==> src/rtl/usb_kbd_ascii.sv <==
// usb_kbd_ascii
//   Converts HID keyboard reports into US-layout ASCII characters and queues
//   them in a FIFO that the 6502 reads through a two-register window.
//   Each report is scanned one slot per cycle. A key is queued only when it
//   was not held in the previous report, so each press produces one character.
//
//   Optional build macro: KBD_REPEAT_EN enables auto-repeat of the most
//   recently pushed key while that key stays held.
//
// Ports
//   clk_i            system clock
//   rst_i            synchronous active-high reset
//   report_i         one-cycle pulse per HID report
//   typ_i            device type (1 = keyboard)
//   key_modifiers_i  HID modifier byte
//   key1_i..key4_i   HID usage codes of held keys (0 = empty slot)
//   kbd_cs           chip select; an access is the first cycle it is high
//   R_W_n            1 = read, 0 = write
//   reg_addr_i       register address (00 status, 01 FIFO head)
//   data_o           combinational read data
module usb_kbd_ascii #(
   parameter int unsigned FIFO_DEPTH       = 16,
   parameter int unsigned REPEAT_DELAY_CYC = 12500000,
   parameter int unsigned REPEAT_RATE_CYC  = 2500000
) (
   input  logic       clk_i,
   input  logic       rst_i,
   input  logic       report_i,
   input  logic [1:0] typ_i,
   input  logic [7:0] key_modifiers_i,
   input  logic [7:0] key1_i,
   input  logic [7:0] key2_i,
   input  logic [7:0] key3_i,
   input  logic [7:0] key4_i,
   input  logic       kbd_cs,
   input  logic       R_W_n,
   input  logic [7:0] reg_addr_i,
   output logic [7:0] data_o
);

   localparam int unsigned AW = (FIFO_DEPTH > 1) ? $clog2(FIFO_DEPTH) : 1;
   localparam logic [AW:0]   DEPTH_C = (AW+1)'(FIFO_DEPTH);
   localparam logic [AW:0]   CNT_ONE = (AW+1)'(1);
   localparam logic [AW-1:0] PTR_ONE = AW'(1);

   typedef enum logic [1:0] {S_IDLE, S_SCAN, S_COMMIT} state_t;

   // HID usage code -> ASCII (US layout); 0 means "no character"
   function automatic logic [7:0] f_translate(input logic [7:0] code,
                                              input logic [7:0] mod);
      logic       ctrl;
      logic       shift;
      logic [7:0] ch;
      ctrl  = mod[0] | mod[4];
      shift = mod[1] | mod[5];
      ch    = '0;
      if (code >= 8'h04 && code <= 8'h1D) begin
         if (ctrl)       ch = code - 8'h03;   // 0x04 -> 0x01
         else if (shift) ch = code + 8'h3D;   // 0x04 -> 'A'
         else            ch = code + 8'h5D;   // 0x04 -> 'a'
      end else if (code >= 8'h1E && code <= 8'h26 && !shift) begin
         ch = code + 8'h13;                   // 0x1E -> '1'
      end else begin
         case (code)
            8'h1E: ch = 8'h21;
            8'h1F: ch = 8'h40;
            8'h20: ch = 8'h23;
            8'h21: ch = 8'h24;
            8'h22: ch = 8'h25;
            8'h23: ch = 8'h5E;
            8'h24: ch = 8'h26;
            8'h25: ch = 8'h2A;
            8'h26: ch = 8'h28;
            8'h27: ch = shift ? 8'h29 : 8'h30;
            8'h28: ch = 8'h0D;
            8'h29: ch = 8'h1B;
            8'h2A: ch = 8'h08;
            8'h2B: ch = 8'h09;
            8'h2C: ch = 8'h20;
            8'h2D: ch = shift ? 8'h5F : 8'h2D;
            8'h2E: ch = shift ? 8'h2B : 8'h3D;
            8'h2F: ch = shift ? 8'h7B : 8'h5B;
            8'h30: ch = shift ? 8'h7D : 8'h5D;
            8'h31: ch = shift ? 8'h7C : 8'h5C;
            8'h32: ch = shift ? 8'h7E : 8'h23;
            8'h33: ch = shift ? 8'h3A : 8'h3B;
            8'h34: ch = shift ? 8'h22 : 8'h27;
            8'h35: ch = shift ? 8'h7E : 8'h60;
            8'h36: ch = shift ? 8'h3C : 8'h2C;
            8'h37: ch = shift ? 8'h3E : 8'h2E;
            8'h38: ch = shift ? 8'h3F : 8'h2F;
            8'h4C: ch = 8'h7F;
            8'h4F: ch = 8'h1D;
            8'h50: ch = 8'h1C;
            8'h51: ch = 8'h1F;
            8'h52: ch = 8'h1E;
            default: ch = '0;
         endcase
      end
      return ch;
   endfunction

   // ---------------------------------------------------------------- state
   state_t      r_state;
   logic [7:0]  r_cur  [4];
   logic [7:0]  r_prev [4];
   logic [7:0]  r_mod;
   logic [1:0]  r_idx;
   logic        r_pending;
   logic        r_cs_d;

   logic [7:0]    r_mem [FIFO_DEPTH];
   logic [AW-1:0] r_wptr;
   logic [AW-1:0] r_rptr;
   logic [AW:0]   r_count;
   logic          r_ovf;

   logic       w_kbd;
   logic [7:0] w_slot;
   logic [7:0] w_char;
   logic       w_in_prev;
   logic       w_rollover;
   logic       w_scan_push;
   logic       w_push;
   logic [7:0] w_push_data;
   logic       w_access;
   logic       w_empty;
   logic       w_full;
   logic       w_pop;
   logic       w_flush;
   logic       w_clr_ovf;
   logic       w_push_ok;

   assign w_kbd  = (typ_i == 2'd1);
   assign w_slot = r_cur[r_idx];
   assign w_char = f_translate(w_slot, r_mod);

   always_comb begin
      w_in_prev  = 1'b0;
      w_rollover = 1'b0;
      for (int unsigned k = 0; k < 4; k++) begin
         if (r_prev[k] == w_slot) w_in_prev = 1'b1;
         if (r_cur[k] == 8'h01)   w_rollover = 1'b1;
      end
   end

   assign w_scan_push = (r_state == S_SCAN) && !w_rollover && (w_slot != 8'h00)
                        && !w_in_prev && (w_char != 8'h00);

   // ---------------------------------------------------------- bus window
   assign w_access  = kbd_cs & ~r_cs_d;
   assign w_empty   = (r_count == '0);
   assign w_full    = (r_count == DEPTH_C);
   assign w_pop     = w_access & R_W_n & (reg_addr_i == 8'h01) & ~w_empty;
   assign w_flush   = w_access & ~R_W_n & (reg_addr_i == 8'h01);
   assign w_clr_ovf = w_access & R_W_n & (reg_addr_i == 8'h00);
   // a full FIFO drops the push even if a pop happens in the same cycle
   assign w_push_ok = w_push & ~w_full;

   always_comb begin
      data_o = '0;
      case (reg_addr_i)
         8'h00:   data_o = {6'b0, r_ovf, ~w_empty};
         8'h01:   data_o = w_empty ? 8'h00 : r_mem[r_rptr];
         default: data_o = '0;
      endcase
   end

   // ------------------------------------------------------------ scan FSM
   always_ff @(posedge clk_i) begin
      if (rst_i) begin
         r_state   <= S_IDLE;
         r_idx     <= '0;
         r_pending <= 1'b0;
         r_mod     <= '0;
         for (int unsigned k = 0; k < 4; k++) begin
            r_cur[k]  <= '0;
            r_prev[k] <= '0;
         end
      end else begin
         case (r_state)
            S_IDLE: begin
               if ((report_i || r_pending) && w_kbd) begin
                  r_cur[0]  <= key1_i;
                  r_cur[1]  <= key2_i;
                  r_cur[2]  <= key3_i;
                  r_cur[3]  <= key4_i;
                  r_mod     <= key_modifiers_i;
                  r_idx     <= '0;
                  r_pending <= 1'b0;
                  r_state   <= S_SCAN;
               end
            end
            S_SCAN: begin
               if (report_i && w_kbd) r_pending <= 1'b1;
               r_idx <= r_idx + 2'd1;
               if (r_idx == 2'd3) r_state <= S_COMMIT;
            end
            S_COMMIT: begin
               if (report_i && w_kbd) r_pending <= 1'b1;
               if (!w_rollover) begin
                  for (int unsigned k = 0; k < 4; k++) r_prev[k] <= r_cur[k];
               end
               r_state <= S_IDLE;
            end
            default: r_state <= S_IDLE;
         endcase
         // a non-keyboard device forgets held keys, overriding COMMIT
         if (!w_kbd) begin
            for (int unsigned k = 0; k < 4; k++) r_prev[k] <= '0;
         end
      end
   end

   // ----------------------------------------------------------------- FIFO
   always_ff @(posedge clk_i) begin
      if (rst_i) begin
         r_cs_d  <= 1'b0;
         r_wptr  <= '0;
         r_rptr  <= '0;
         r_count <= '0;
         r_ovf   <= 1'b0;
      end else begin
         r_cs_d <= kbd_cs;
         if (w_flush) begin
            r_wptr  <= '0;
            r_rptr  <= '0;
            r_count <= '0;
         end else begin
            if (w_push_ok) r_wptr <= r_wptr + PTR_ONE;
            if (w_pop)     r_rptr <= r_rptr + PTR_ONE;
            if (w_push_ok && !w_pop)      r_count <= r_count + CNT_ONE;
            else if (!w_push_ok && w_pop) r_count <= r_count - CNT_ONE;
         end
         // overflow set wins over a same-cycle status read
         if (w_push && w_full && !w_flush) r_ovf <= 1'b1;
         else if (w_clr_ovf)                r_ovf <= 1'b0;
      end
   end

   always_ff @(posedge clk_i) begin
      if (!rst_i && !w_flush && w_push_ok) r_mem[r_wptr] <= w_push_data;
   end

`ifdef KBD_REPEAT_EN
   // ---------------------------------------------------------- auto-repeat
   logic [7:0]  r_rep_char;
   logic [7:0]  r_rep_code;
   logic        r_rep_valid;
   logic [31:0] r_rep_cnt;
   logic        r_rep_req;
   logic [7:0]  r_rep_req_char;

   logic w_rep_in_prev;
   logic w_rep_in_cur;
   logic w_rep_fire;
   logic w_rep_push;
   logic w_rep_cancel;

   always_comb begin
      w_rep_in_prev = 1'b0;
      w_rep_in_cur  = 1'b0;
      for (int unsigned k = 0; k < 4; k++) begin
         if (r_prev[k] == r_rep_code) w_rep_in_prev = 1'b1;
         if (r_cur[k]  == r_rep_code) w_rep_in_cur  = 1'b1;
      end
   end

   assign w_rep_fire   = r_rep_valid && (r_rep_cnt == '0) && w_rep_in_prev && !r_rep_req;
   // a repeat colliding with a scan push is parked in r_rep_req for later
   assign w_rep_push   = (r_rep_req || w_rep_fire) && !w_scan_push;
   assign w_rep_cancel = !w_kbd ||
                         ((r_state == S_COMMIT) && (w_rollover || !w_rep_in_cur));

   assign w_push      = w_scan_push | w_rep_push;
   assign w_push_data = w_scan_push ? w_char : (r_rep_req ? r_rep_req_char : r_rep_char);

   always_ff @(posedge clk_i) begin
      if (rst_i || w_rep_cancel) begin
         r_rep_valid    <= 1'b0;
         r_rep_cnt      <= '0;
         r_rep_req      <= 1'b0;
         r_rep_char     <= '0;
         r_rep_code     <= '0;
         r_rep_req_char <= '0;
      end else begin
         if (w_scan_push) begin
            r_rep_char  <= w_char;
            r_rep_code  <= w_slot;
            r_rep_valid <= 1'b1;
            r_rep_cnt   <= 32'(REPEAT_DELAY_CYC) - 32'd1;
         end else if (w_rep_push) begin
            r_rep_cnt <= 32'(REPEAT_RATE_CYC) - 32'd1;
         end else if (r_rep_cnt != '0) begin
            r_rep_cnt <= r_rep_cnt - 32'd1;
         end
         if (w_rep_fire && w_scan_push) begin
            r_rep_req      <= 1'b1;
            r_rep_req_char <= r_rep_char;
         end else if (w_rep_push) begin
            r_rep_req <= 1'b0;
         end
      end
   end
`else
   assign w_push      = w_scan_push;
   assign w_push_data = w_char;

   // repeat parameters stay on the interface but drive nothing here
   logic w_unused_params;
   assign w_unused_params = ^{32'(REPEAT_DELAY_CYC), 32'(REPEAT_RATE_CYC)};
`endif

endmodule

==> config.mk <==
export PLATFORM = sky130hd
export DESIGN_NAME = usb_kbd_ascii
export DESIGN_NICKNAME = d
export VERILOG_FILES = /design/src/rtl/usb_kbd_ascii.sv
export SDC_FILE = /design/constraint.sdc
export NUM_CORES = 1
export LEC_CHECK = 0
export ABC_AREA = 0
export BUFFER_PORTS_ARGS = -buffer_cell sky130_fd_sc_hd__buf_2
export CAP_MARGIN = 10
export CORE_UTILIZATION = 40
export DETAILED_ROUTE_END_ITERATION = 8
export SLEW_MARGIN = 20
export SYNTH_ARGS = -nofsm -noshare
export SYNTH_HDL_FRONTEND = slang
export SYNTH_SLANG_ARGS = --single-unit
==> constraint.sdc <==
create_clock -name clk_i -period 6.55 [get_ports clk_i]
set_clock_uncertainty 0.15 [all_clocks]
set_input_delay 0.3275 -clock clk_i [delete_from_list [all_inputs] [get_ports clk_i]]
set_output_delay 0.3275 -clock clk_i [all_outputs]
set_load 0.05 [all_outputs]
==> impl_metrics.yaml <==
clock_network:
  clock_latency_ps: 530
  cts_tree: "yes"
  cts_buffer_depth: 3
  cts_root_buffer: "clkbuf_16"
  ctsHtreeMaxLevel: 1
  cts_made_buffers: 25
  cts_sinks: 222
  cts.clk_slew.worst_paths_ps: 60
power_and_ir_drop:
  max-vdd-ir-drop_uv: 188
  power_leakage_nw: 4.53
  power_mw: 3.46
  power.density_nw_per_um2: 271
global_route:
  grt_pass1_vias: 6977
  antenna_found_initial: 0
  grt_first_pass_wirelength_um: 38900
  grt_start_max_net_pins: 33
  track_usage_pct: 17.9
  grt-ovfl-total: 0
setup_path:
  worstSetupEndpointType: "flop"
  path_cells: "mux4_2 -> inv_1 -> ha_1 -> nor2_1 -> nand4_1 -> a32oi_1 -> nand2_1 -> nor4b_1 -> o21ai_2 -> nor4b_4 -> a21o_4 -> inv_2 -> ha_1 -> inv_1 -> ha_1 -> a21o_1 -> a21oi_1 -> xnor2_1 -> or3_1 -> a21oi_1"
  max_stage_delay_ps: 660
  cp_data_arrival_time_ps: 6340
  cpLargestDelayFamily: "simple AND/OR/NAND/NOR gates"
  cp_slowest_cell: "dfxtp_1"
  worstSetupPathType: "flop to flop"
  cp_max_fo: 17
  cp.required_ps: 6860
  crit_buf_inv: 3
  cp-start-kind: "flop"
  cpMostUsedCell: "ha_1"
synth:
  synth_seq_cells: 222
  synth_most_common_cell: "edfxtp_1"
  ys_warn_count: 0
  synth_cell_types: 72
  syn_avg_cell_area_um2: 13.1
  synth_xor_area_share_pct: 3.72
  yosys-top-cells-area: "edfxtp_1 49%, mux4_2 8.9%, dfxtp_1 8.5%, and2_1 3.5%, mux2i_1 3.0%"
  synth_compound_area_share_pct: 6.66
  yosys.area_share.simple_pct: 14.7
  synth.net_count: 903
  synthAdderAreaFrac_pct: 2.72
  synth_common_cells: "176 x edfxtp_1, 61 x and2_1, 60 x nor2_1"
  muxShareOfSynthArea_pct: 12.3
  syn_inst: 825
  synth_top_area_share_pct: 48.7
  yosysTopAreaCell: "edfxtp_1"
  synth.cell_area_um2: 10800
  ys_async_sr_fraction_pct: 0
  yosysSeqAreaShare_pct: 57.2
  synth-edff-count: 176
  synth_top_family_by_area: "simple AND/OR/NAND/NOR gates"
  synth_ff_type: "edfxtp_1"
sta:
  timing.final.crit_share_pct: 92.2
  fmax_mhz: 166
  maxSlewHeadroom_pct: 45.0
  tns_ps: 0
  worst_pin_slew_ps: 825
  rsz0062_at_grt: "false"
  finalCriticalPeriod_ps: 6040
  timing.final.ws_setup_ps: 510
  finalHoldViolations: 0
  slew_viol_final: 0
  finalSetupViolations: 0
routing:
  routed_wl_um: 24400
  via_per_inst: 5.50
  drcViolationCount: 0
  vias: 7029
  routedWlPerCell_um: 19.0
  detail-route-antenna-nets: 0
  drtIter0Drc: 595
  first_pass_iters: 5
final_layout:
  insertedDiodeCount: 0
  instances_no_fill: 1279
  area_growth_pct: 17.6
  final_layout_size_suffix_gt1_share_pct: 20.9
  design_area_um2: 12700
  fin_nets: 1003
job:
  max-cap-violations: 0
placed_design:
  dp_cells: 1192
  gp_congestion: 0.914
  dp_slack_ps: 508
  dp_hpwl_um: 15700
  place_area_um2: 11500
  port_buffers: 58
die:
  die_x_um: 167
  num_rows: 59
  dieArea_um2: 27800
  initial_core_util_pct: 41.1
  design.core.area_um2: 26400
  dieHeight_um: 167
  ios: 63
hold_path:
  min_path_type: "primary input to flop"
outcome:
  status: "complete, no violations"
report_power, final:
part,total [mW],leakage (nW),internal [mW],switching (mW)
Clock,1.39,0.394,0.820,0.571
Sequential,1.62,2.06,1.59,0.0295
Combinational,0.441,2.07,0.177,0.265
Total,3.46,4.53,2.59,0.866
flip-flops by register name, summed over array words and instances, names as in the netlist, named ones only:
name       flops
r_cur         32
r_prev        32
r_state        2
r_rptr         4
r_mem        128
r_count        5
r_wptr         4
r_pending      1
r_mod          4
r_idx          2
r_cs_d         1
r_ovf          1
path summary, 6_finish.rpt:
kind	endpoint	cells past startpoint	startpoint	slack (ps)
setup / recovery	r_count[4]$_SDFFE_PP0P_	20	flop	510
setup reg to reg	r_count[4]$_SDFFE_PP0P_	20	flop	510
hold reg to reg	r_ovf$_SDFFE_PP0P_	2	r_ovf$_SDFFE_PP0P_	310
hold / removal	r_pending$_SDFFE_PP0P_	4	report_i	20
per-stage QoR:
stage / utilization, % / hold slack, ps
finish: 48.4 / 17.7
global placement: 43.7 / 303
CTS: 48.3 / 9.86
floorplan: - / 249
detailed placement: 43.7 / 304
global route: 48.4 / 39.7
placed cells by master, fill, tap and decap left out, drive strengths merged, types with 17 or more instances in the layout:
master | Yosys | layout
ha | 22 | 22
nand2 | 32 | 32
xnor2 | 33 | 33
and2 | 62 | 62
mux2i | 33 | 33
a21oi | 28 | 28
o21ai | 17 | 17
buf | 17 | 87
dfxtp | 46 | 46
clkbuf | 34 | 25
mux4 | 43 | 43
dlygate4sd3 | 0 | 37
nor2 | 60 | 60
inv | 17 | 19
nand4 | 19 | 19
edfxtp | 176 | 176
timing repair:
action,4_1_cts,5_1_grt
setup buffers,0,4
hold buffers,37,0
setup endpoints to repair,0,1
hold endpoints to repair,37,0
resized for setup,0,1
cell type report:
class / count / area [um2]
Timing Repair Buffer: 124 / 878
Inverter: 17 / 63.8
Fill cell: 2280 / 13600
Clock buffer: 25 / 626
Multi-Input combinational cell: 535 / 4350
Tap cell: 335 / 419
Sequential cell: 222 / 6210
Clock inverter: 21 / 199
metal layers:
| metal | track usage [%] | wire [um] |
|---|---|---|
| met5 | 0 | 0 |
| met2 | 30.0 | 11500 |
| met3 | 2.83 | 1460 |
| met4 | 4.63 | 561 |
| met1 | 24.3 | 10800 |
cells by family after synthesis:
kind of cell,after synthesis
simple gates,281
flops,222
compound gates,106
mux,79
buf+inv,68
xor+xnor,46
fa+ha+maj,23
tightest hold or removal path, stage by stage:
cell,delay (ps)
buf_2,100
a21o_1,100
a22oi_1,50
nor2_1,70
Note: power is estimated with default switching activity, not from simulation.
